$ cat config.mk
export PLATFORM = sky130hd
export DESIGN_NAME = frog_collision_detect_flat
export DESIGN_NICKNAME = d
export VERILOG_FILES = /design/src/rtl/frog_collision_detect_pkg.sv /design/src/rtl/frog_collision_detect_if.sv /design/src/rtl/frog_collision_detect_row_scanner.sv /design/src/rtl/frog_collision_detect.sv /design/src/flat_wrapper.sv
export SDC_FILE = /design/constraint.sdc
export NUM_CORES = 1
export LEC_CHECK = 0
export CAP_MARGIN = 5
export CORE_UTILIZATION = 60
export CTS_CLUSTER_SIZE = 30
export DETAILED_ROUTE_END_ITERATION = 6
export DONT_BUFFER_PORTS = 1
export PLACE_DENSITY = 0.84
export SETUP_SLACK_MARGIN = 0.5
export SLEW_MARGIN = 40
export SYNTH_ARGS = -nofsm -noshare
export SYNTH_HDL_FRONTEND = slang
export SYNTH_HIERARCHICAL = 1
export SYNTH_SLANG_ARGS = --single-unit
$ cat constraint.sdc
create_clock -name clk -period 2.04 [get_ports clk]
set_clock_uncertainty 0.05 [all_clocks]
set_input_delay 0.204 -clock clk [delete_from_list [all_inputs] [get_ports clk]]
set_output_delay 0.204 -clock clk [all_outputs]
set_load 0.02 [all_outputs]
$ cat src/rtl/frog_collision_detect_pkg.sv
// Shared types and constants for the frog collision path.
// Used by the collision detector, its row scanner and the bus interface.
package frogger_pkg;

  localparam int ROWS      = 16;
  localparam int COLS      = 16;
  localparam int LIVES_DEF = 3;
  localparam int GRACE_DEF = 4;

  typedef logic [COLS-1:0] row_t;
  typedef logic [3:0]      coord_t;

  typedef enum logic [1:0] {
    IDLE,
    SCAN,
    EVAL,
    DEAD
  } state_t;

endpackage

$ cat src/rtl/frog_collision_detect_if.sv
// Frame/scan bus between the game logic and the collision detector.
// master drives frame and pixel data, slave returns scan address and status.
interface frog_collision_detect_if;
  import frogger_pkg::*;

  logic       frame_start;
  coord_t     frog_row;
  coord_t     frog_col;
  row_t       red_row;
  coord_t     row_idx;
  logic       collide;
  logic [1:0] lives;
  logic       hit;

  modport master (
    output frame_start, frog_row, frog_col, red_row,
    input  row_idx, collide, lives, hit
  );

  modport slave (
    input  frame_start, frog_row, frog_col, red_row,
    output row_idx, collide, lives, hit
  );

endinterface

$ cat src/rtl/frog_collision_detect_row_scanner.sv
// Row address counter: restarts on start, steps on en, wraps after N-1.
// Kept separate so the display path can share the same scan sequencing.
module row_scanner
  import frogger_pkg::*;
#(
  parameter int N = ROWS
) (
  input  logic   clk,
  input  logic   reset,
  input  logic   start,
  input  logic   en,
  output coord_t idx,
  output logic   last
);

  assign last = (idx == coord_t'(N - 1));

  always_ff @(posedge clk) begin
    if (reset) begin
      idx <= '0;
    end else if (start) begin
      idx <= '0;
    end else if (en) begin
      idx <= last ? '0 : idx + 1'b1;
    end
  end

endmodule

$ cat src/rtl/frog_collision_detect.sv
// Per-frame frog/hazard overlap test with lives, grace window and
// a sticky game-over flag.
module frog_collision_detect
  import frogger_pkg::*;
#(
  parameter int LIVES        = LIVES_DEF,
  parameter int GRACE_FRAMES = GRACE_DEF
) (
  input logic                    clk,
  input logic                    reset,
  frog_collision_detect_if.slave bus
);

  state_t     state, state_d;
  coord_t     frow_q, frow_d;
  coord_t     fcol_q, fcol_d;
  logic       ovl_q, ovl_d;
  logic [2:0] grace_q, grace_d;
  logic [1:0] lives_q, lives_d;
  logic       hit_q, hit_d;
  logic       coll_q, coll_d;
  logic       scan_start;
  logic       scan_en;
  logic       scan_last;
  coord_t     row_idx;

  row_scanner #(.N(ROWS)) u_scan (
    .clk   (clk),
    .reset (reset),
    .start (scan_start),
    .en    (scan_en),
    .idx   (row_idx),
    .last  (scan_last)
  );

  always_comb begin
    state_d    = state;
    frow_d     = frow_q;
    fcol_d     = fcol_q;
    ovl_d      = ovl_q;
    grace_d    = grace_q;
    lives_d    = lives_q;
    hit_d      = hit_q;
    coll_d     = 1'b0;
    scan_start = 1'b0;
    scan_en    = 1'b0;
    unique case (state)
      IDLE: begin
        if (bus.frame_start) begin
          frow_d     = bus.frog_row;
          fcol_d     = bus.frog_col;
          ovl_d      = 1'b0;
          scan_start = 1'b1;
          state_d    = SCAN;
        end
      end
      SCAN: begin
        scan_en = 1'b1;
        if (row_idx == frow_q) begin
          ovl_d = bus.red_row[fcol_q];
        end
        if (scan_last) begin
          state_d = EVAL;
        end
      end
      EVAL: begin
        state_d = IDLE;
        if (ovl_q && grace_q == 3'd0 && lives_q != 2'd0) begin
          lives_d = lives_q - 2'd1;
          coll_d  = 1'b1;
          grace_d = 3'(GRACE_FRAMES);
          if (lives_q == 2'd1) begin
            hit_d   = 1'b1;
            state_d = DEAD;
          end
        end else if (grace_q != 3'd0) begin
          grace_d = grace_q - 3'd1;
        end
      end
      DEAD: begin
        hit_d = 1'b1;
      end
    endcase
  end

  always_ff @(posedge clk) begin
    if (reset) begin
      state   <= IDLE;
      frow_q  <= '0;
      fcol_q  <= '0;
      ovl_q   <= 1'b0;
      grace_q <= '0;
      lives_q <= 2'(LIVES);
      hit_q   <= 1'b0;
      coll_q  <= 1'b0;
    end else begin
      state   <= state_d;
      frow_q  <= frow_d;
      fcol_q  <= fcol_d;
      ovl_q   <= ovl_d;
      grace_q <= grace_d;
      lives_q <= lives_d;
      hit_q   <= hit_d;
      coll_q  <= coll_d;
    end
  end

  assign bus.row_idx = row_idx;
  assign bus.collide = coll_q;
  assign bus.lives   = lives_q;
  assign bus.hit     = hit_q;

endmodule

$ cat src/flat_wrapper.sv
// flat-port wrapper written by rule: the top's interface ports become plain ports
module frog_collision_detect_flat import frogger_pkg::*;
#(
  parameter int LIVES        = LIVES_DEF,
  parameter int GRACE_FRAMES = GRACE_DEF
)
  (clk, reset, bus_frame_start, bus_frog_row, bus_frog_col, bus_red_row, bus_row_idx, bus_collide, bus_lives, bus_hit);
  frog_collision_detect_if bus_i ();
  input logic clk;
  input logic reset;
  input wire logic [$bits(bus_i.frame_start)-1:0] bus_frame_start;
  input wire logic [$bits(bus_i.frog_row)-1:0] bus_frog_row;
  input wire logic [$bits(bus_i.frog_col)-1:0] bus_frog_col;
  input wire logic [$bits(bus_i.red_row)-1:0] bus_red_row;
  output wire logic [$bits(bus_i.row_idx)-1:0] bus_row_idx;
  output wire logic [$bits(bus_i.collide)-1:0] bus_collide;
  output wire logic [$bits(bus_i.lives)-1:0] bus_lives;
  output wire logic [$bits(bus_i.hit)-1:0] bus_hit;
  assign bus_i.frame_start = bus_frame_start;
  assign bus_i.frog_row = bus_frog_row;
  assign bus_i.frog_col = bus_frog_col;
  assign bus_i.red_row = bus_red_row;
  assign bus_row_idx = bus_i.row_idx;
  assign bus_collide = bus_i.collide;
  assign bus_lives = bus_i.lives;
  assign bus_hit = bus_i.hit;
  frog_collision_detect #(.LIVES(LIVES), .GRACE_FRAMES(GRACE_FRAMES)) u_core (.clk(clk), .reset(reset), .bus(bus_i));
endmodule
==> results.md <==
* Status: complete, but fails checks
* Failing checks: negative hold slack
* GRT Total Usage at 0.219
* Max-cap violations at 0
* Clock latency on the worst-skew pair at 300 ps
* Cell Chain, Critical Path: mux4_2, mux2i_1, mux2i_1, a32o_1
* Cell Rows at 15
* Sequential area share after synthesis at 0.379
* Avg Vias per Cell at 5.76
* Initial antenna violation count at 0
* Syn_nets at 166
* Via count at 904
* CTS Buf Count at 3
* Core area at 1760 um^2
* IO Port Bufs at 0
* Mapped Avg Cell Area at 8.94 um^2
* Seq cells post-synth at 22
* Leakage at 0.000498 uW
* Reg clk slew, reported paths at 110 ps
* Total grt overflow at 0
* Final worst slack at 568 ps
* Placed cell area at 1190 um^2
* Top FF cell, synth: dfxtp_1
* Cells after DPL at 153
* Endpoints failing setup at 0
* Die W at 46.0 um
* Worst-margin pin slew at 266 ps
* First-pass GRT wire length at 3280 um
* Final Cycle Share at 0.722
* DRT Pass-1 Iters at 4
* Cell repeated most along the worst path: mux2i_1
* Initial core utilization at 0.659
* Critical path peak fanout at 5
* Final cell count without fillers at 157
* R2R Path Start: u_core/fcol_q[0]
* Synth area leaders: dfxtp_1 38%, ha_1 9.7%, mux4_2 7.8%
* Final HPWL DP at 1560 um
* RSZ-0062 raised after global routing: true
* RR Endpoint: u_core/ovl_q
* Critical path endpoint category: flop
* Number of global-route vias before repair at 839
* Critical path class: reg2reg
* Area grow syn2layout at 12.1%
* Die H at 46.0 um
* FF/Latch Area at 464 um^2
* Final hold slack at -97.5 ps
* Yosys warning total at 6
* I/O pin total at 35
* ANT cells at 0
* WP data required at 2190 ps
* CTS tree: built
* CP arrival at 1620 ps
* Largest net degree at the start of global routing at 23
* Minimum clock period at 1470 ps
* Synth area leader: dfxtp_1
* CP Launch Type: flop
* Post-route ant nets at 0
* Die Footprint at 2120 um^2
* Rel. slew slack at 0.820
* Place WS at 326 ps
* Synth unique cells at 26
* Fillers at 132
* Layout net count at 170
* Sum of negative setup slack at 0 ps
* Max-slew violation count at 0
* Most common cell in the netlist: dfxtp_1
* Pwr Density at 750 nW/um^2
* WL final at 2120 um
* Post-synth ARST share at 0
* Worst Reg-to-Reg Cells at 4
* Fmax at 679 MHz
* R2r setup slk at 570 ps
* Area share of the leading cell type in the synthesized netlist at 0.379
* Ratio of cells with drive above 1 in the final layout at 0.205
* GPL Wtd Cong at 0.780
* Maximum clock path buffer count at 2
* Synth cell count leaders: 22 x dfxtp_1, 21 x nand2_1, 15 x a21oi_1
* Root Driver: clkbuf_4
* CP endpoint: u_core/ovl_q
* Slowest Stage Delay on Critical Path at 500 ps
* Post-layout utilization of the core at 0.738
* Clock sink count at 22
* H-tree depth at 1
* Area of the multi-input gates at 733 um^2
* Slowest cell on crit path: mux4_2
* Routed len/inst at 13.5 um
* Post-Syn Instances at 130
* Final hold vios at 19
* EDFF count, synth at 0
* Hold Crit Class: in2reg
* First DRT Iteration DRCs at 27
* DRC errors left at 0
* Critical path origin: u_core/fcol_q[0]
* Synth Cell Area at 1160 um^2
* Post-route cell area at 1300 um^2
* VDD IR max at 0.000531 V
-- kinds of logic after synthesis --
family	count (synthesis)	synth area share
adders and majority gates	9	0.0969
muxes	8	0.112
xor gates and xnor gates	8	0.0603
and+or+nand+nor	49	0.199
DFF	22	0.379
AOI/OAI and AO/OA	22	0.113
buffers and inverters	12	0.0398
-- critical path: cells and delay by family (launching register included) --
kind,cells,cell delay [ps]
multiplexers,3,730
flip-flops,1,400
AO/OA/AOI/OAI,1,200
-- per-stage QoR --
stage / hold slack (ps) / power, uW
floorplan: 223 / 710
global placement: 225 / 741
detailed placement: 227 / 751
CTS: -108 / 949
global route: -113 / 1030
finish: -97.5 / 977
-- layer usage --
metal / up-vias / routed length (um) / GRT usage
met5: - / 0 / 0
met2: 30 / 1070 / 0.377
met4: 0 / 30 / 0.124
met1: 417 / 893 / 0.249
li1: 453 / - / -
met3: 4 / 128 / 0.0397
-- worst min path at each step --
stage	depth (start not counted)	endpoint	from	slack, ps
final	1	u_core/state[1]	reset	-100
after global routing	1	u_core/fcol_q[0]	reset	-110
after CTS	1	u_core/fcol_q[2]	reset	-110
after detailed placement	1	u_core/fcol_q[2]	reset	230
after global placement	1	u_core/frow_q[2]	reset	230
after floorplan	1	u_core/u_scan/idx[1]	reset	220
-- final cells by class --
class                           instances  area share
Timing Repair Buffer                    2      0.0115
Sequential cell                        22       0.356
Clock buffer                            3      0.0173
Inverter                                9      0.0279
Tap cell                               25      0.0240
Multi-Input combinational cell         96       0.563
-- layout by cell type (no fill, tap or decap), drive strengths merged --
cell type,Yosys,final
and3,1,1
a21oi,15,15
a41o,1,1
nand3,3,3
xnor2,6,6
ha,9,9
a32o,1,1
buf,1,2
clkbuf,2,3
a311oi,1,1
nor2,8,8
nor2b,4,4
a211o,2,2
nor4b,1,1
mux4,4,4
nor3,5,5
nand2,21,21
xor2,2,2
dfxtp,22,22
nand4,3,3
inv,8,9
nand2b,3,3
o21ai,2,2
mux2i,4,4
-- report_power, final --
group	internal (uW)	leakage [uW]	total, uW	switching, uW
Clock	68.7	0.0000138	189	120
Sequential	464	0.000183	515	50.5
Combinational	145	0.000301	274	129
-- state kept, by name, summed over array words and instances (netlist names) --
signal and flops:
u_core/bus.hit 1, u_core/state 2, u_core/u_scan/idx 4, u_core/frow_q 4
u_core/bus.collide 1, u_core/grace_q 3, u_core/bus.lives 2, u_core/ovl_q 1
u_core/fcol_q 4
-- what timing repair did --
item / in CTS / in global routing
setup buffers: 0 / 1
gates resized for setup: 9 / 15
pin swaps: 0 / 2
endpoints found under the hold margin: 19 / 19
setup endpoints to repair: 7 / 7
cloned: 0 / 0
Power figures use the tool's default switching activity.
